$ cat src/rtl/conv_window_gen_if.sv
// Pixel-in / window-out bundle for the 3x3 sliding-window generator.
// The source drives pixels (master); the generator drives windows (slave).
interface conv_window_gen_if;
    logic [7:0]            pixel_in;
    logic                  pixel_valid;
    logic [0:2][0:2][7:0]  window;
    logic                  window_valid;
    logic                  frame_done;

    modport master (
        output pixel_in,
        output pixel_valid,
        input  window,
        input  window_valid,
        input  frame_done
    );

    modport slave (
        input  pixel_in,
        input  pixel_valid,
        output window,
        output window_valid,
        output frame_done
    );
endinterface

$ cat src/rtl/conv_window_gen.sv
// Streaming 3x3 window generator: two line buffers feed the right column
// of a shifting 3x3 register window, one raster pixel per accepted cycle.
module conv_window_gen #(
    parameter int IMG_WIDTH  = 28,
    parameter int IMG_HEIGHT = 28
) (
    input  logic            clk,
    input  logic            reset,
    conv_window_gen_if.slave bus
);
    localparam int CW = $clog2(IMG_WIDTH);
    localparam int RW = $clog2(IMG_HEIGHT);
    localparam logic [CW-1:0] COL_LAST = CW'(IMG_WIDTH - 1);
    localparam logic [CW-1:0] COL_TWO  = CW'(2);
    localparam logic [RW-1:0] ROW_LAST = RW'(IMG_HEIGHT - 1);
    localparam logic [RW-1:0] ROW_ONE  = RW'(1);

    typedef enum logic {FILL, STREAM} state_e;

    state_e               state_q;
    logic [CW-1:0]        col_q;
    logic [RW-1:0]        row_q;
    logic [7:0]           lb1_q [IMG_WIDTH];
    logic [7:0]           lb2_q [IMG_WIDTH];
    logic [0:2][0:2][7:0] win_q;
    logic                 valid_q;
    logic                 done_q;

    logic [7:0]    rd1;
    logic [7:0]    rd2;
    logic          col_end;
    logic          frame_end;
    logic [CW-1:0] col_d;
    logic [RW-1:0] row_d;

    assign rd1       = lb1_q[col_q];
    assign rd2       = lb2_q[col_q];
    assign col_end   = (col_q == COL_LAST);
    assign frame_end = col_end && (row_q == ROW_LAST);

    always_comb begin
        col_d = col_q + CW'(1);
        row_d = row_q;
        if (col_end) begin
            col_d = '0;
            row_d = frame_end ? '0 : row_q + RW'(1);
        end
    end

    // Line buffers carry no reset: rows 0/1 always overwrite them before use.
    always_ff @(posedge clk) begin
        if (bus.pixel_valid) begin
            lb2_q[col_q] <= rd1;
            lb1_q[col_q] <= bus.pixel_in;
        end
    end

    always_ff @(posedge clk or posedge reset) begin
        if (reset) begin
            state_q <= FILL;
            col_q   <= '0;
            row_q   <= '0;
            win_q   <= '0;
            valid_q <= 1'b0;
            done_q  <= 1'b0;
        end else begin
            valid_q <= 1'b0;
            done_q  <= 1'b0;
            if (bus.pixel_valid) begin
                for (int i = 0; i < 3; i++) begin
                    win_q[i][0] <= win_q[i][1];
                    win_q[i][1] <= win_q[i][2];
                end
                win_q[0][2] <= rd2;
                win_q[1][2] <= rd1;
                win_q[2][2] <= bus.pixel_in;
                col_q <= col_d;
                row_q <= row_d;
                // Columns 0/1 still hold the previous row's tail.
                valid_q <= (state_q == STREAM) && (col_q >= COL_TWO);
                unique case (state_q)
                    FILL: begin
                        if (col_end && row_q == ROW_ONE)
                            state_q <= STREAM;
                    end
                    STREAM: begin
                        if (frame_end) begin
                            state_q <= FILL;
                            done_q  <= 1'b1;
                        end
                    end
                    default: state_q <= FILL;
                endcase
            end
        end
    end

    assign bus.window       = win_q;
    assign bus.window_valid = valid_q;
    assign bus.frame_done   = done_q;
endmodule

$ cat src/flat_wrapper.sv
// flat-port wrapper written by rule: the top's interface ports become plain ports
module conv_window_gen_flat 
#(
    parameter int IMG_WIDTH  = 28,
    parameter int IMG_HEIGHT = 28
)
  (clk, reset, bus_pixel_in, bus_pixel_valid, bus_window, bus_window_valid, bus_frame_done);
  conv_window_gen_if bus_i ();
  input  logic clk;
  input  logic reset;
  input wire logic [$bits(bus_i.pixel_in)-1:0] bus_pixel_in;
  input wire logic [$bits(bus_i.pixel_valid)-1:0] bus_pixel_valid;
  output wire logic [$bits(bus_i.window)-1:0] bus_window;
  output wire logic [$bits(bus_i.window_valid)-1:0] bus_window_valid;
  output wire logic [$bits(bus_i.frame_done)-1:0] bus_frame_done;
  assign bus_i.pixel_in = bus_pixel_in;
  assign bus_i.pixel_valid = bus_pixel_valid;
  assign bus_window = bus_i.window;
  assign bus_window_valid = bus_i.window_valid;
  assign bus_frame_done = bus_i.frame_done;
  conv_window_gen #(.IMG_WIDTH(IMG_WIDTH), .IMG_HEIGHT(IMG_HEIGHT)) u_core (.clk(clk), .reset(reset), .bus(bus_i));
endmodule
$ cat config.mk
export PLATFORM = sky130hd
export DESIGN_NAME = conv_window_gen_flat
export DESIGN_NICKNAME = d
export VERILOG_FILES = /design/src/rtl/conv_window_gen_if.sv /design/src/rtl/conv_window_gen.sv /design/src/flat_wrapper.sv
export SDC_FILE = /design/constraint.sdc
export NUM_CORES = 1
export LEC_CHECK = 0
export CORE_MARGIN = 2
export CORE_UTILIZATION = 30
export DETAILED_ROUTE_END_ITERATION = 12
export MAX_ROUTING_LAYER = met4
export SYNTH_ARGS = -nofsm -noshare
export SYNTH_HDL_FRONTEND = slang
export SYNTH_SLANG_ARGS = --single-unit
$ cat constraint.sdc
create_clock -name clk -period 2.7 [get_ports clk]
set_input_delay 0.54 -clock clk [delete_from_list [all_inputs] [get_ports clk]]
set_output_delay 0.54 -clock clk [all_outputs]
set_load 0.1 [all_outputs]
# == Word-level counts from Yosys, hierarchy flattened ==
# Memories as Yosys holds them, arrays and structs flattened. A register that Yosys moved wholly into a read port is not among the register bits.
# Cells that the tools add are included.
# op_classes
add_sub_neg,2
order_cmp,1
n_eq_ne,3
n_mux,11
n_bitwise,1
n_reduce_logical,4
# op_table
operator,count
$add 5x1->5 const B,2
$eq 5x5->1 const B,2
$mux 5,2
$mux 1,8
$eq 5x1->1 const B,1
$ge 5x2->1 const B,1
$logic_and 1x1->1,3
$pmux 1 s2,1
$reduce_and 2->1,1
$not 1->1,1
# totals
ff_bits,77
ramBits,448
inputBits,11
memories,2
# memory_table
name,depth,width,rd,rd_ports_with_merged_regs,write_ports,line,source
u_core.lb1_q,28,8,1,0,1,conv_window_gen.sv:23,logic [7:0] lb1_q [IMG_WIDTH];
u_core.lb2_q,28,8,1,1,1,conv_window_gen.sv:24,logic [7:0] lb2_q [IMG_WIDTH];

# == Depth between registers and ports, before layout ==
# Gate-level depths: netlist of run 1.
# depth
depth_word,5
ltp_mapped,9
ltp_nobuf,5

# == Worst setup path after synthesis of run 1 ==
# OpenSTA, ideal clock, no wires.
# synth_path
path_type,register to register
start,register u_core.col_q[1]
end,"memory u_core.lb1_q[17][0], enable pin"
arrival_ns,2.115
setup_slack_ns,0.197
stages_incl_launch_ff,9
n_path_buf,4
synth_period_minus_slack_ns,2.503
cell_sequence,dfrtp_1 buf_6 buf_6 buf_4 buf_2 inv_1 ha_1 nand2_1 nor2_1
# synth_lines
item,line,source
start: declaration,conv_window_gen.sv:21,logic [CW-1:0] col_q;
start signal: assignment,conv_window_gen.sv:77,col_q <= col_d;
end: declaration,conv_window_gen.sv:23,
# Straight into the memory's write port.

# == Worst setup path after layout of run 1 ==
# layout_path
start,register u_core.col_q[1]
end,register u_core.win_q (netlist bit u_core.bus.window[28])
# layout_via
elab_chain_len,1
# layout_rtl
item,line,source
$mem_v2 28x8,--,
via u_core.rd1[4],conv_window_gen.sv:29,logic [7:0] rd1;
end signal: indexed assignment,conv_window_gen.sv:71,win_q[i][0] <= win_q[i][1];
end signal: indexed assignment,conv_window_gen.sv:72,win_q[i][1] <= win_q[i][2];
end: declaration,conv_window_gen.sv:25,logic [0:2][0:2][7:0] win_q;
# The timed path passes the listed nets, and every way through them passes these cells.
# A chain may end at the register's enable or synchronous reset.

==> flow_metrics.env, run 1 <==
export IMPL_status="completed"
export IMPL_utilization_pct=36.6
export IMPL_cts_max_level=2
export IMPL_final_common_cell="edfxtp_1"
export IMPL_die_height_um=266
export IMPL_cts_buffers=53
export IMPL_place_congestion=0.827
export IMPL_fin_crit_sh_pct=93.7
export IMPL_drtPass1Iterations=5
export IMPL_num_vias=10700
export IMPL_cts_root_buf="clkbuf_16"
export IMPL_initial_core_util_pct=30.2
export IMPL_ctsHoldBuffers=0
export IMPL_crit_path_start="u_core.col_q[1]$_DFFE_PP0P_"
export IMPL_min_delay_start="bus_pixel_valid"
export IMPL_tns_ns=0
export IMPL_ys_warn_count=0
export IMPL_synthFlopType="edfxtp_1"
export IMPL_max_freq_mhz=395
export IMPL_synth_distinct_cells=57
export IMPL_finalSetupViolCount=0
export IMPL_drv_cap=0
export IMPL_grt_pass1_wl_mm=71.9
export IMPL_skew_ns=0.0253
export IMPL_criticalPathCategory="flop to flop"
export IMPL_wl_per_cell_um=22.4
export IMPL_fillers=6205
export IMPL_insertion_delay_ns=0.60
export IMPL_ant_nets=0
export IMPL_track_usage_pct=14.2
export IMPL_drive_above_1_share_pct=32.6
export IMPL_cts_setup_buffers=0
export IMPL_routed_wl_mm=48.9
export IMPL_io_pins=85
export IMPL_synth_edf_count=448
export IMPL_layout_common_cells="edfxtp_1, buf_4, mux2i_1"
export IMPL_grt_pass1_vias=11000
export IMPL_crit_path_start_kind="flop"
export IMPL_dieArea_um2=70900
export IMPL_rsz0062_at_grt="no"
export IMPL_die_w_um=266
export IMPL_synth_top_area_share_pct=65.2
export IMPL_final_cell_count_no_fill=2183
export IMPL_grt_max_degree=53
export IMPL_hold_viol=0
export IMPL_area_delta_synth_final_pct=21.3
export IMPL_finalMaxSlewViolations=0
export IMPL_cp_arrival_ns=3.01
export IMPL_yosys_top_cells_area="edfxtp_1, dfrtp_1, mux4_2"
export IMPL_synth_async_reset_ratio_pct=15.9
export IMPL_cp_required_ns=3.18
export IMPL_netlist_area_um2=20600
export IMPL_ys_seq_elements=533
export IMPL_diodes=0
export IMPL_io_buffers=84
export IMPL_post_route_drc_count=0
export IMPL_fin_nets=1274
export IMPL_min_path_type="input pin to flop"
export IMPL_tightest_slew_ns=0.802
export IMPL_hpwl_mm=31.5
export IMPL_fp_coreArea_um2=68300
export IMPL_std_cell_rows=96
export IMPL_clock_path_buffers=3
export IMPL_endpoint_kind="flop"
export IMPL_min_period_ns=2.53
export IMPL_viasPerCell=4.92
export IMPL_r2r_start="u_core.col_q[1]$_DFFE_PP0P_"
export IMPL_cts_tree="done"
export IMPL_syn_avg_cell_area_um2=19.5
export IMPL_antenna_found_initial=0
export IMPL_yosysSeqAreaShare_pct=75.5
export IMPL_slew_headroom_pct=46.4
export IMPL_vdd_ir_drop_worst_uv=801
export IMPL_whs_ns=0.327
export IMPL_synthCells=1057
export IMPL_dpl_cell_count=2084
export IMPL_drt_iter0_markers=1014
export IMPL_p_leak_nw=8.73
export IMPL_cts_sinks=533
export IMPL_cp_max_fo=29
export IMPL_cts_resized=0
export IMPL_grt_overflow_total=0
export IMPL_synth_top_area_cell="edfxtp_1"
export IMPL_path_clk_slew_ns=0.06
export IMPL_syn_num_nets=1074
export IMPL_p_per_area_nw_per_um2=1250
registers in the layout, indices dropped and copies added (netlist names):
name,cells
u_core.bus.window_valid,1
u_core.bus.window,72
u_core.state_q,1
u_core.col_q,5
u_core.lb1_q,224
u_core.lb2_q,224
u_core.row_q,5
u_core.bus.frame_done,1
final timing paths:
path | end | slack [ns] | cells past startpoint
setup / recovery | u_core.bus.window[28]$_DFFE_PP0P_ | 0.17 | 8
hold / removal | u_core.col_q[1]$_DFFE_PP0P_ | 0.33 | 3
setup reg to reg | u_core.bus.window[28]$_DFFE_PP0P_ | 0.17 | 8
hold reg to reg | u_core.bus.window[65]$_DFFE_PP0P_ | 0.50 | 1
max in group asynchronous | u_core.col_q[1]$_DFFE_PP0P_ | 1.67 | 3
min in group asynchronous | u_core.bus.window[22]$_DFFE_PP0P_ | 0.42 | 2
per-stage QoR:
| step | worst slack (ns) | total power, mW | cell area (µm²) |
|---|---|---|---|
| 3_5_place_dp | 0.181 | 23.7 | 23100 |
| 4_1_cts | 0.178 | 31.6 | 25000 |
| 5_1_grt | 0.0434 | 32.5 | 25000 |
| 6_report | 0.170 | 31.4 | 25000 |
| 2_1_floorplan | 0.197 | 19.7 | 20600 |
| 3_3_place_gp | 0.203 | 23.5 | 23100 |
cell usage after synthesis, drive strengths merged, types with 2 or more instances:
master  instances
edfxtp        448
mux2i          99
dfrtp          85
mux2           69
mux4           61
buf            46
nor2           39
o22ai          28
a22oi          27
nand2          21
nand3          18
a211oi         12
and2            9
clkbuf          9
a21oi           6
and3            6
ha              6
nor2b           6
o21ai           6
a41oi           5
inv             5
nand2b          5
nand4           5
o221ai          4
a31oi           3
xor2            3
a21o            2
a221oi          2
and2b           2
nor3            2
or4             2
or4b            2
xnor2           2
cell type report:
| class | instances | area [µm²] | area share, % |
|---|---|---|---|
| flip-flops and latches | 533 | 15600 | 62.3 |
| clock buffers | 63 | 1430 | 5.70 |
| clock inverters | 36 | 459 | 1.83 |
| inverters | 5 | 22.5 | 0.0900 |
| multi-input cells | 464 | 4680 | 18.7 |
| repair buffers | 200 | 1750 | 6.99 |
| well taps | 882 | 1100 | 4.41 |
metal layers:
layer  track usage (%)  part of all wire, %  up-vias
met5                 -                    0        -
met4              5.18                  2.9        0
met3              2.34                  6.2       93
met2              21.8                   47      360
met1              18.9                   43     5639
li1                  -                    -     4650
critical path, cell delays in order, from the launching register on:
cell and delay (ns):
dfrtp_4 0.52, buf_4 0.23, buf_4 0.22, buf_4 0.19, mux4_2 0.29, a22oi_1 0.30
nand3_1 0.19, buf_12 0.20, mux2_4 0.26
where the power goes:
part | internal (mW) | switching, mW | leakage, nW
Clock | 4.82 | 3.08 | 0.938
Sequential | 11.2 | 0.575 | 5.05
Combinational | 3.86 | 7.79 | 2.74
Total | 19.9 | 11.5 | 8.73
logic make-up (layout without fill, tap and decap cells):
logic type	Yosys count	count (layout)	synth area share, %
buf+inv	60	304	1.78
flops	533	533	75.5
simple gates	123	123	3.13
xor+xnor	5	5	0.212
compound gates	101	101	3.64
mux	229	229	15.3
fa+ha+maj	6	6	0.364
Note: power is estimated with default switching activity, not from simulation.
==> run 2: changes to the inputs <==
--- a/config.mk
+++ b/config.mk
@@ -5,6 +5,7 @@
 export SDC_FILE = /design/constraint.sdc
 export NUM_CORES = 1
 export LEC_CHECK = 0
+export ABC_CLOCK_PERIOD_IN_PS = 2700
 export CORE_MARGIN = 2
 export CORE_UTILIZATION = 30
 export DETAILED_ROUTE_END_ITERATION = 12
==> results of run 2 <==
No change in the layout: final DEF, timing and power equal those of run 1.
==> run 3: changes to the inputs <==
--- a/config.mk
+++ b/config.mk
@@ -10,6 +10,7 @@
 export CORE_UTILIZATION = 30
 export DETAILED_ROUTE_END_ITERATION = 12
 export MAX_ROUTING_LAYER = met4
+export SLEW_MARGIN = 0
 export SYNTH_ARGS = -nofsm -noshare
 export SYNTH_HDL_FRONTEND = slang
 export SYNTH_SLANG_ARGS = --single-unit
==> results of run 3 <==
No change in the layout: final DEF, timing and power equal those of run 1.
